**src/rtl/ssd_pkg.sv**
```systemverilog
// Shared types, segment constants and digit helpers for the seven-segment display path.
package ssd_pkg;

  typedef enum logic [1:0] {
    StIdle,
    StConvRe,
    StConvIm,
    StCommit
  } state_e;

  // Digit code: 0..9 are BCD, plus two non-numeric codes.
  typedef logic [3:0] digit_t;

  localparam digit_t DIG_BLANK = 4'hA;
  localparam digit_t DIG_MINUS = 4'hB;

  // Segment patterns {g,f,e,d,c,b,a}, active-low.
  localparam logic [6:0] SEG_BLANK = 7'h7F;
  localparam logic [6:0] SEG_MINUS = 7'b0111111;
  localparam logic [6:0] SEG_0     = 7'b1000000;
  localparam logic [6:0] SEG_1     = 7'b1111001;
  localparam logic [6:0] SEG_2     = 7'b0100100;
  localparam logic [6:0] SEG_3     = 7'b0110000;
  localparam logic [6:0] SEG_4     = 7'b0011001;
  localparam logic [6:0] SEG_5     = 7'b0010010;
  localparam logic [6:0] SEG_6     = 7'b0000010;
  localparam logic [6:0] SEG_7     = 7'b1111000;
  localparam logic [6:0] SEG_8     = 7'b0000000;
  localparam logic [6:0] SEG_9     = 7'b0010000;

  // Display contents "   0   0", digit 7 in the top nibble.
  localparam logic [31:0] DISP_RESET = 32'hAAA0_AAA0;

  function automatic logic [6:0] seg_decode(input digit_t d);
    logic [6:0] s;
    case (d)
      4'd0:      s = SEG_0;
      4'd1:      s = SEG_1;
      4'd2:      s = SEG_2;
      4'd3:      s = SEG_3;
      4'd4:      s = SEG_4;
      4'd5:      s = SEG_5;
      4'd6:      s = SEG_6;
      4'd7:      s = SEG_7;
      4'd8:      s = SEG_8;
      4'd9:      s = SEG_9;
      DIG_MINUS: s = SEG_MINUS;
      default:   s = SEG_BLANK;
    endcase
    return s;
  endfunction

  // Leading-zero blanking of a three-digit magnitude; ones are always shown.
  function automatic logic [11:0] fmt3(input logic [3:0] h, input logic [3:0] t,
                                       input logic [3:0] o);
    digit_t dh;
    digit_t dt;
    dh = (h == 4'd0) ? DIG_BLANK : h;
    dt = (h == 4'd0 && t == 4'd0) ? DIG_BLANK : t;
    return {dh, dt, o};
  endfunction

endpackage

```
**src/rtl/ssd_cplx_display_ctrl_if.sv**
```systemverilog
// Result handshake and display pins of the complex-adder display controller.
interface ssd_cplx_display_ctrl_if;
  logic       in_valid;
  logic       in_ready;
  logic [7:0] re;
  logic [7:0] im;
  logic       busy;
  logic [7:0] an;
  logic [6:0] seg;
  logic       dp;

  modport master (
    output in_valid, re, im,
    input  in_ready, busy, an, seg, dp
  );

  modport slave (
    input  in_valid, re, im,
    output in_ready, busy, an, seg, dp
  );
endinterface

```
**src/rtl/ssd_bcd_iter.sv**
```systemverilog
// Iterative double-dabble: one load cycle, then eight add-3/shift cycles.
module ssd_bcd_iter (
  input  logic       clk,
  input  logic       rst,
  input  logic       start,
  input  logic [7:0] bin,
  output logic       done,
  output logic [3:0] hundreds,
  output logic [3:0] tens,
  output logic [3:0] ones
);

  logic [19:0] sh_q, sh_d;
  logic [2:0]  cnt_q, cnt_d;
  logic        run_q, run_d;
  logic [19:0] adj;

  // Next state: load on start, otherwise adjust BCD nibbles and shift while running.
  always_comb begin
    adj = sh_q;
    for (int n = 0; n < 3; n++) begin
      if (adj[8+4*n +: 4] >= 4'd5) begin
        adj[8+4*n +: 4] = adj[8+4*n +: 4] + 4'd3;
      end
    end
    sh_d  = sh_q;
    cnt_d = cnt_q;
    run_d = run_q;
    if (start) begin
      sh_d  = {12'b0, bin};
      cnt_d = 3'd0;
      run_d = 1'b1;
    end else if (run_q) begin
      sh_d  = {adj[18:0], 1'b0};
      cnt_d = cnt_q + 3'd1;
      if (cnt_q == 3'd7) begin
        run_d = 1'b0;
      end
    end
  end

  // Engine state registers.
  always_ff @(posedge clk or posedge rst) begin
    if (rst) begin
      sh_q  <= '0;
      cnt_q <= '0;
      run_q <= 1'b0;
    end else begin
      sh_q  <= sh_d;
      cnt_q <= cnt_d;
      run_q <= run_d;
    end
  end

  // High during the cycle whose closing edge performs the final shift.
  assign done     = run_q && (cnt_q == 3'd7);
  assign hundreds = sh_q[19:16];
  assign tens     = sh_q[15:12];
  assign ones     = sh_q[11:8];

endmodule

```
**src/rtl/ssd_cplx_display_ctrl.sv**
```systemverilog
// Converts a signed re/im pair to BCD on one shared engine and scans it onto 8 digits.
module ssd_cplx_display_ctrl
  import ssd_pkg::*;
#(
  parameter int unsigned SCAN_DIV = 50000
) (
  input logic                    clk,
  input logic                    rst,
  ssd_cplx_display_ctrl_if.slave bus_if
);

  localparam logic [15:0] TickMax = 16'(SCAN_DIV - 1);

  state_e          state_q;
  logic            in_ready_q;
  logic            start_q;
  logic            sign_re_q, sign_im_q;
  logic [7:0]      mag_re_q, mag_im_q;
  logic [11:0]     re_dig_q;
  digit_t [7:0]    disp_q;

  logic [15:0]     tick_q;
  logic [2:0]      idx_q;
  logic [7:0]      an_q;
  logic [6:0]      seg_q;

  logic            eng_done;
  logic [3:0]      eng_h, eng_t, eng_o;
  logic [7:0]      eng_bin;

  // The engine is loaded on the first cycle of each conversion state.
  assign eng_bin = (state_q == StConvIm) ? mag_im_q : mag_re_q;

  ssd_bcd_iter u_bcd (
    .clk      (clk),
    .rst      (rst),
    .start    (start_q),
    .bin      (eng_bin),
    .done     (eng_done),
    .hundreds (eng_h),
    .tens     (eng_t),
    .ones     (eng_o)
  );

  // Sequencing FSM with registered handshake, engine start and display commit.
  always_ff @(posedge clk or posedge rst) begin
    if (rst) begin
      state_q    <= StIdle;
      in_ready_q <= 1'b1;
      start_q    <= 1'b0;
      sign_re_q  <= 1'b0;
      sign_im_q  <= 1'b0;
      mag_re_q   <= '0;
      mag_im_q   <= '0;
      re_dig_q   <= '0;
      disp_q     <= DISP_RESET;
    end else begin
      start_q <= 1'b0;
      case (state_q)
        StIdle: begin
          if (bus_if.in_valid) begin
            sign_re_q  <= bus_if.re[7];
            sign_im_q  <= bus_if.im[7];
            mag_re_q   <= bus_if.re[7] ? (~bus_if.re + 8'd1) : bus_if.re;
            mag_im_q   <= bus_if.im[7] ? (~bus_if.im + 8'd1) : bus_if.im;
            in_ready_q <= 1'b0;
            start_q    <= 1'b1;
            state_q    <= StConvRe;
          end
        end
        StConvRe: begin
          if (eng_done) begin
            start_q <= 1'b1;
            state_q <= StConvIm;
          end
        end
        StConvIm: begin
          // Engine still holds the real result on the edge that reloads it.
          if (start_q) begin
            re_dig_q <= {eng_h, eng_t, eng_o};
          end
          if (eng_done) begin
            state_q <= StCommit;
          end
        end
        StCommit: begin
          disp_q     <= {sign_re_q ? DIG_MINUS : DIG_BLANK,
                         fmt3(re_dig_q[11:8], re_dig_q[7:4], re_dig_q[3:0]),
                         sign_im_q ? DIG_MINUS : DIG_BLANK,
                         fmt3(eng_h, eng_t, eng_o)};
          in_ready_q <= 1'b1;
          state_q    <= StIdle;
        end
        default: begin
          in_ready_q <= 1'b1;
          state_q    <= StIdle;
        end
      endcase
    end
  end

  // Free-running digit scan with registered anode and segment drive.
  always_ff @(posedge clk or posedge rst) begin
    if (rst) begin
      tick_q <= '0;
      idx_q  <= '0;
      an_q   <= 8'b1111_1110;
      seg_q  <= SEG_0;
    end else begin
      if (tick_q == TickMax) begin
        tick_q <= '0;
        idx_q  <= idx_q + 3'd1;
      end else begin
        tick_q <= tick_q + 16'd1;
      end
      an_q  <= ~(8'b1 << idx_q);
      seg_q <= seg_decode(disp_q[idx_q]);
    end
  end

  assign bus_if.in_ready = in_ready_q;
  assign bus_if.busy     = ~in_ready_q;
  assign bus_if.an       = an_q;
  assign bus_if.seg      = seg_q;
  assign bus_if.dp       = 1'b1;

endmodule

```
**src/flat_wrapper.sv**
```systemverilog
// flat-port wrapper written by rule: the top's interface ports become plain ports
module ssd_cplx_display_ctrl_flat import ssd_pkg::*;
#(
  parameter int unsigned SCAN_DIV = 50000
)
  (clk, rst, bus_if_in_valid, bus_if_re, bus_if_im, bus_if_in_ready, bus_if_busy, bus_if_an, bus_if_seg, bus_if_dp);
  ssd_cplx_display_ctrl_if bus_if_i ();
  input logic clk;
  input logic rst;
  input wire logic [$bits(bus_if_i.in_valid)-1:0] bus_if_in_valid;
  input wire logic [$bits(bus_if_i.re)-1:0] bus_if_re;
  input wire logic [$bits(bus_if_i.im)-1:0] bus_if_im;
  output wire logic [$bits(bus_if_i.in_ready)-1:0] bus_if_in_ready;
  output wire logic [$bits(bus_if_i.busy)-1:0] bus_if_busy;
  output wire logic [$bits(bus_if_i.an)-1:0] bus_if_an;
  output wire logic [$bits(bus_if_i.seg)-1:0] bus_if_seg;
  output wire logic [$bits(bus_if_i.dp)-1:0] bus_if_dp;
  assign bus_if_i.in_valid = bus_if_in_valid;
  assign bus_if_i.re = bus_if_re;
  assign bus_if_i.im = bus_if_im;
  assign bus_if_in_ready = bus_if_i.in_ready;
  assign bus_if_busy = bus_if_i.busy;
  assign bus_if_an = bus_if_i.an;
  assign bus_if_seg = bus_if_i.seg;
  assign bus_if_dp = bus_if_i.dp;
  ssd_cplx_display_ctrl #(.SCAN_DIV(SCAN_DIV)) u_core (.clk(clk), .rst(rst), .bus_if(bus_if_i));
endmodule
```
**config.mk**
```make
export PLATFORM = sky130hd
export DESIGN_NAME = ssd_cplx_display_ctrl_flat
export DESIGN_NICKNAME = d
export VERILOG_FILES = /design/src/rtl/ssd_pkg.sv /design/src/rtl/ssd_cplx_display_ctrl_if.sv /design/src/rtl/ssd_bcd_iter.sv /design/src/rtl/ssd_cplx_display_ctrl.sv /design/src/flat_wrapper.sv
export SDC_FILE = /design/constraint.sdc
export NUM_CORES = 1
export LEC_CHECK = 0
export ABC_CLOCK_PERIOD_IN_PS = 5270
export CAP_MARGIN = 20
export CELL_PAD_IN_SITES_DETAIL_PLACEMENT = 0
export CELL_PAD_IN_SITES_GLOBAL_PLACEMENT = 1
export CORE_MARGIN = 2
export CORE_UTILIZATION = 47
export CTS_CLUSTER_DIAMETER = 30
export DETAILED_ROUTE_END_ITERATION = 8
export PLACE_DENSITY_LB_ADDON = 0.2
export SLEW_MARGIN = 20
export SYNTH_ARGS = -nofsm -noshare
export SYNTH_HDL_FRONTEND = slang
export SYNTH_SLANG_ARGS = --single-unit
export TNS_END_PERCENT = 50
```
**constraint.sdc**
```tcl
create_clock -name clk -period 5.27 [get_ports clk]
set_input_delay 1.054 -clock clk [delete_from_list [all_inputs] [get_ports clk]]
set_output_delay 1.054 -clock clk [all_outputs]
set_load 0.005 [all_outputs]
```
==> Flow_metrics.wiki <==
{| class="wikitable"
! Metric !! Value
|-
| Cts bufs inserted || 17
|-
| Residual DRC count || 0
|-
| Crit path max fanout || 3
|-
| Sum of buffers and inverters on the critical path || 1
|-
| Max frequency || approximately 400 MHz
|-
| Worst-case clock skew || around 6.6 ps
|-
| Relative area change from synthesis to final layout || 19.9%
|-
| Share of power burned in the clock network || 32.2%
|-
| Combinational share of power || ~30%
|-
| Via count of the first global-routing pass || between 3,000 and 4,000
|-
| Per-cell routed wire length || between 10 and 15 um
|-
| Flops & latches, synth || 118
|-
| RSZ-0062 raised after global routing || no
|-
| Post-DP HPWL || 7440 um
|-
| PnR Total Power || approximately 3.9 mW
|-
| Post-Syn Nets || ~570
|-
| Startpoint of the tightest hold check path || u_core.re_dig_q[1]
|-
| Via total after detailed routing || 3,811
|-
| Number of instances in the synthesized netlist || 525
|-
| Switching fraction of total power || 30.8%
|-
| First-pass detailed-route iteration total || 4
|-
| Global-route wire length before repair || between 15,000 and 20,000 um
|-
| Outcome || finished, final reports clean
|-
| Leakage || between 3 and 4 nW
|-
| Worst hold path class || reg -> reg
|-
| Number of nets in the finished design || between 600 and 700
|-
| Data arrival time of the critical path || around 1500 ps
|-
| Worst r2r src || u_core.idx_q[2]
|-
| Slowest stage delay, CP || around 550 ps
|-
| Die area || 13,000 um2
|-
| Post-CTS Repair Setup Buffers || 0
|-
| Number of max-slew violations in the final report || 0
|-
| Post-cts gate resize count || 0
|-
| Sequential element share of the synthesized area || a little over half
|-
| CTS H-Tree Depth || 4
|-
| Std-Cell Core Area || 11,900 um2
|-
| Skew-Pair Late Insertion Delay || approximately 410 ps
|-
| TritonCTS clock tree || built
|-
| Total count of hold-check failures in the final report || 0
|-
| Switching component of the power || around 1.2 mW
|-
| Fill cells || 1,018
|-
| Tightest Pin Transition || about 660 ps
|-
| Hold path depth || 2
|-
| Die Height || roughly 110 um
|-
| Port Buffers || 35
|-
| Sink of the worst hold path || u_core.re_dig_q[1]
|-
| Critical Path, Cell by Cell || clkdlybuf4s50_1
|-
| Total area of multi-input combinational cells || between 2000 and 3000 um2
|-
| Post-route ant nets || 0
|-
| Number of synthesized flops with an enable pin || 0
|-
| Sequential cell area in the final layout || 2980 um2
|-
| Violation count after the first detailed-routing iteration || 227
|-
| Total Routed Length || ~11,000 um
|-
| Effective utilization at floorplan || between 40% and 50%
|-
| Avg Vias per Cell || ~5.3
|-
| Worst Setup End Kind || primary output
|-
| Top-level I/O count || 37
|-
| Finish-stage setup viols || 0
|-
| Global route total overflow || 0
|-
| Peak ir drop on the vdd network || slightly above 0.0002 V
|-
| Shortest clock period the worst path allows after layout || between 2000 and 3000 ps
|-
| Reg2Reg Setup Slack || between 2000 and 3000 ps
|-
| Placer Congestion || ~0.76
|-
| WS Path Type || reg -> out
|-
| Number of distinct library cell variants in the gate-level netlist after synthesis || 53
|-
| Internal power || roughly 2.7 mW
|-
| Combined global-route utilization of all metal layers || between 10% and 20%
|-
| Nature of the critical path startpoint || register
|-
| Worst reg2reg path depth || 6
|-
| Share of cells above drive strength 1 || 16.2%
|-
| Die boundary width || roughly 110 um
|-
| Fraction of synthesis flops using an asynchronous set or reset pin || 100%
|-
| Top FF cell, synth || dfrtp_1
|-
| Final period utilization || between 40% and 50%
|-
| Number of diodes added for antenna fixing || 0
|-
| Req. time, crit path || roughly 4200 ps
|-
| Worst r2r dst || u_core.bus_if.seg[4]
|-
| Total of max-cap violations || 0
|-
| Final instance area || a little under 7000 um2
|-
| Standard cell with the maximum stage delay on the critical path || dfstp_2
|-
| Worst slew margin relative to its limit || 55.8%
|-
| CTS clock-pin slew for the worst setup and hold paths || about 50 ps
|-
| Longest Clk Path Bufs || 2
|-
| Avg Inst Size Synth || 10.9 um2
|-
| Cell area reported after detailed placement || 6180 um2
|-
| Final-layout setup total negative slack || 0 ps
|-
| Kind of cell adding the most delay to the critical path || flip-flops
|-
| Number of antenna violations at the first check in global routing || 0
|-
| Maximum number of pins on one net before global-route repair || between 50 and 60
|-
| Sequential power share || 38.1%
|-
| # rows || 40
|-
| Yosys Warn Count || 0
|-
| Hold-fix buffer count after cts || 0
|-
| Post-synthesis cell area || around 5700 um2
|-
| Clock root buffer || clkbuf_16
|-
| Areal power density over the cells || 576 nW/um2
|-
| Clock Sink Count || 118
|}
cells in the mapped netlist (all sizes together) (2+ instances only):
cell | number | area [um2]
xor2 | 13 | 114
o22a | 4 | 35.0
nand2b | 7 | 43.8
dfstp | 17 | 447
o21a | 2 | 15.0
a211oi | 9 | 67.6
a21oi | 27 | 135
o21ai | 35 | 179
o22ai | 2 | 12.5
mux2i | 28 | 280
nor3b | 3 | 22.5
nor2b | 10 | 62.6
or3 | 2 | 12.5
inv | 29 | 109
dfrtp | 101 | 2530
nand2 | 59 | 221
mux2 | 27 | 304
nor4 | 3 | 33.8
clkbuf | 16 | 60.1
ha | 28 | 350
o31ai | 3 | 22.5
nor3 | 7 | 40.0
nor2 | 36 | 135
mux4 | 4 | 90.1
a22oi | 2 | 15.0
nand3 | 15 | 75.1
buf | 7 | 41.3
xnor2 | 13 | 114
per-stage QoR:
step           cells  utilization, %  worst slack [ps]  hold slack (ps)
2_1_floorplan    525               -              1120              444
3_3_place_gp     689            51.9              2530              463
3_5_place_dp     689            51.9              2490              468
4_1_cts          721            57.4              2740              479
5_1_grt          721            57.5              2660              504
6_report         721            57.5              2760              474
power groups by stage:
stage / sequential, mW / clock, mW / combinational (mW)
after floorplan: 1.40 / 0 / 0.953
after global placement: 1.50 / 0 / 1.14
after detailed placement: 1.51 / 0 / 1.18
after CTS: 1.50 / 1.30 / 1.19
after global routing: 1.55 / 1.34 / 1.35
final: 1.50 / 1.27 / 1.17
state kept, by name, summed over array words and instances (netlist names), 7 cells and up:
| name | flops |
|---|---|
| u_core.bus_if.an | 8 |
| u_core.bus_if.seg | 7 |
| u_core.disp_q | 26 |
| u_core.mag_im_q | 8 |
| u_core.mag_re_q | 8 |
| u_core.re_dig_q | 12 |
| u_core.tick_q | 16 |
| u_core.u_bcd.sh_q | 20 |
kinds of logic (layout without fill, tap and decap cells):
logic type | count (synthesis) | in the layout | share of synthesized area (%)
muxes | 59 | 59 | 11.8
and+or+nand+nor | 150 | 150 | 12.6
DFF | 118 | 118 | 52.1
AOI/OAI and AO/OA | 91 | 91 | 9.56
xor gates and xnor gates | 26 | 26 | 3.99
other | 1 | 1 | 0.0657
adders and majority gates | 28 | 28 | 6.14
buffers and inverters | 52 | 101 | 3.68
layer usage:
metal  vias to the layer above  wire, um  share of wire, %  global-route usage (%)
met1                      1861      4890                46                    23.2
li1                       1877         -                 -                       -
met4                         0       177               1.7                    7.80
met3                        15       338               3.2                    5.29
met2                        58      5260                49                    30.6
met5                         -         0                 0                       0
worst register-to-register path: cells and delay by family, from the launching register on:
kind	cells	cell delay, ps
adder cells (fa/ha/maj)	1	210
multiplexers	2	690
flip-flops	1	740
buffers and inverters	1	130
AO/OA/AOI/OAI	2	520
cells in the final DEF, fill, tap and decap left out, drive strengths merged, types with 9 or more instances in the layout:
master,instances
a211oi,9
a21oi,27
clkbuf,24
clkdlybuf4s50,35
dfrtp,101
dfstp,17
ha,28
inv,29
mux2,27
mux2i,28
nand2,59
nand3,15
nor2,36
nor2b,10
o21ai,35
xnor2,13
xor2,13
worst max path at each step:
stage / from / to / slack [ps] / cells past startpoint
after global routing: u_core.idx_q[2] / u_core.bus_if.seg[3] / 2660 / 7
after floorplan: rst / u_core.bus_if.an[0] / 1120 / 1
after detailed placement: bus_if_in_valid / u_core.sign_im_q / 2490 / 3
after global placement: bus_if_in_valid / u_core.sign_im_q / 2530 / 3
final: u_core.bus_if.in_ready / bus_if_in_ready / 2760 / 1
after CTS: u_core.bus_if.in_ready / bus_if_in_ready / 2740 / 1
final cells by class:
| class | instances | share of cell area [%] |
|---|---|---|
| Tap cell | 147 | 2.69 |
| Clock buffer | 24 | 7.18 |
| Sequential cell | 118 | 43.5 |
| Inverter | 29 | 1.63 |
| Timing Repair Buffer | 40 | 5.67 |
| Clock inverter | 8 | 2.45 |
| Multi-Input combinational cell | 355 | 36.9 |
No activity file was read; power rests on OpenSTA's default activity.
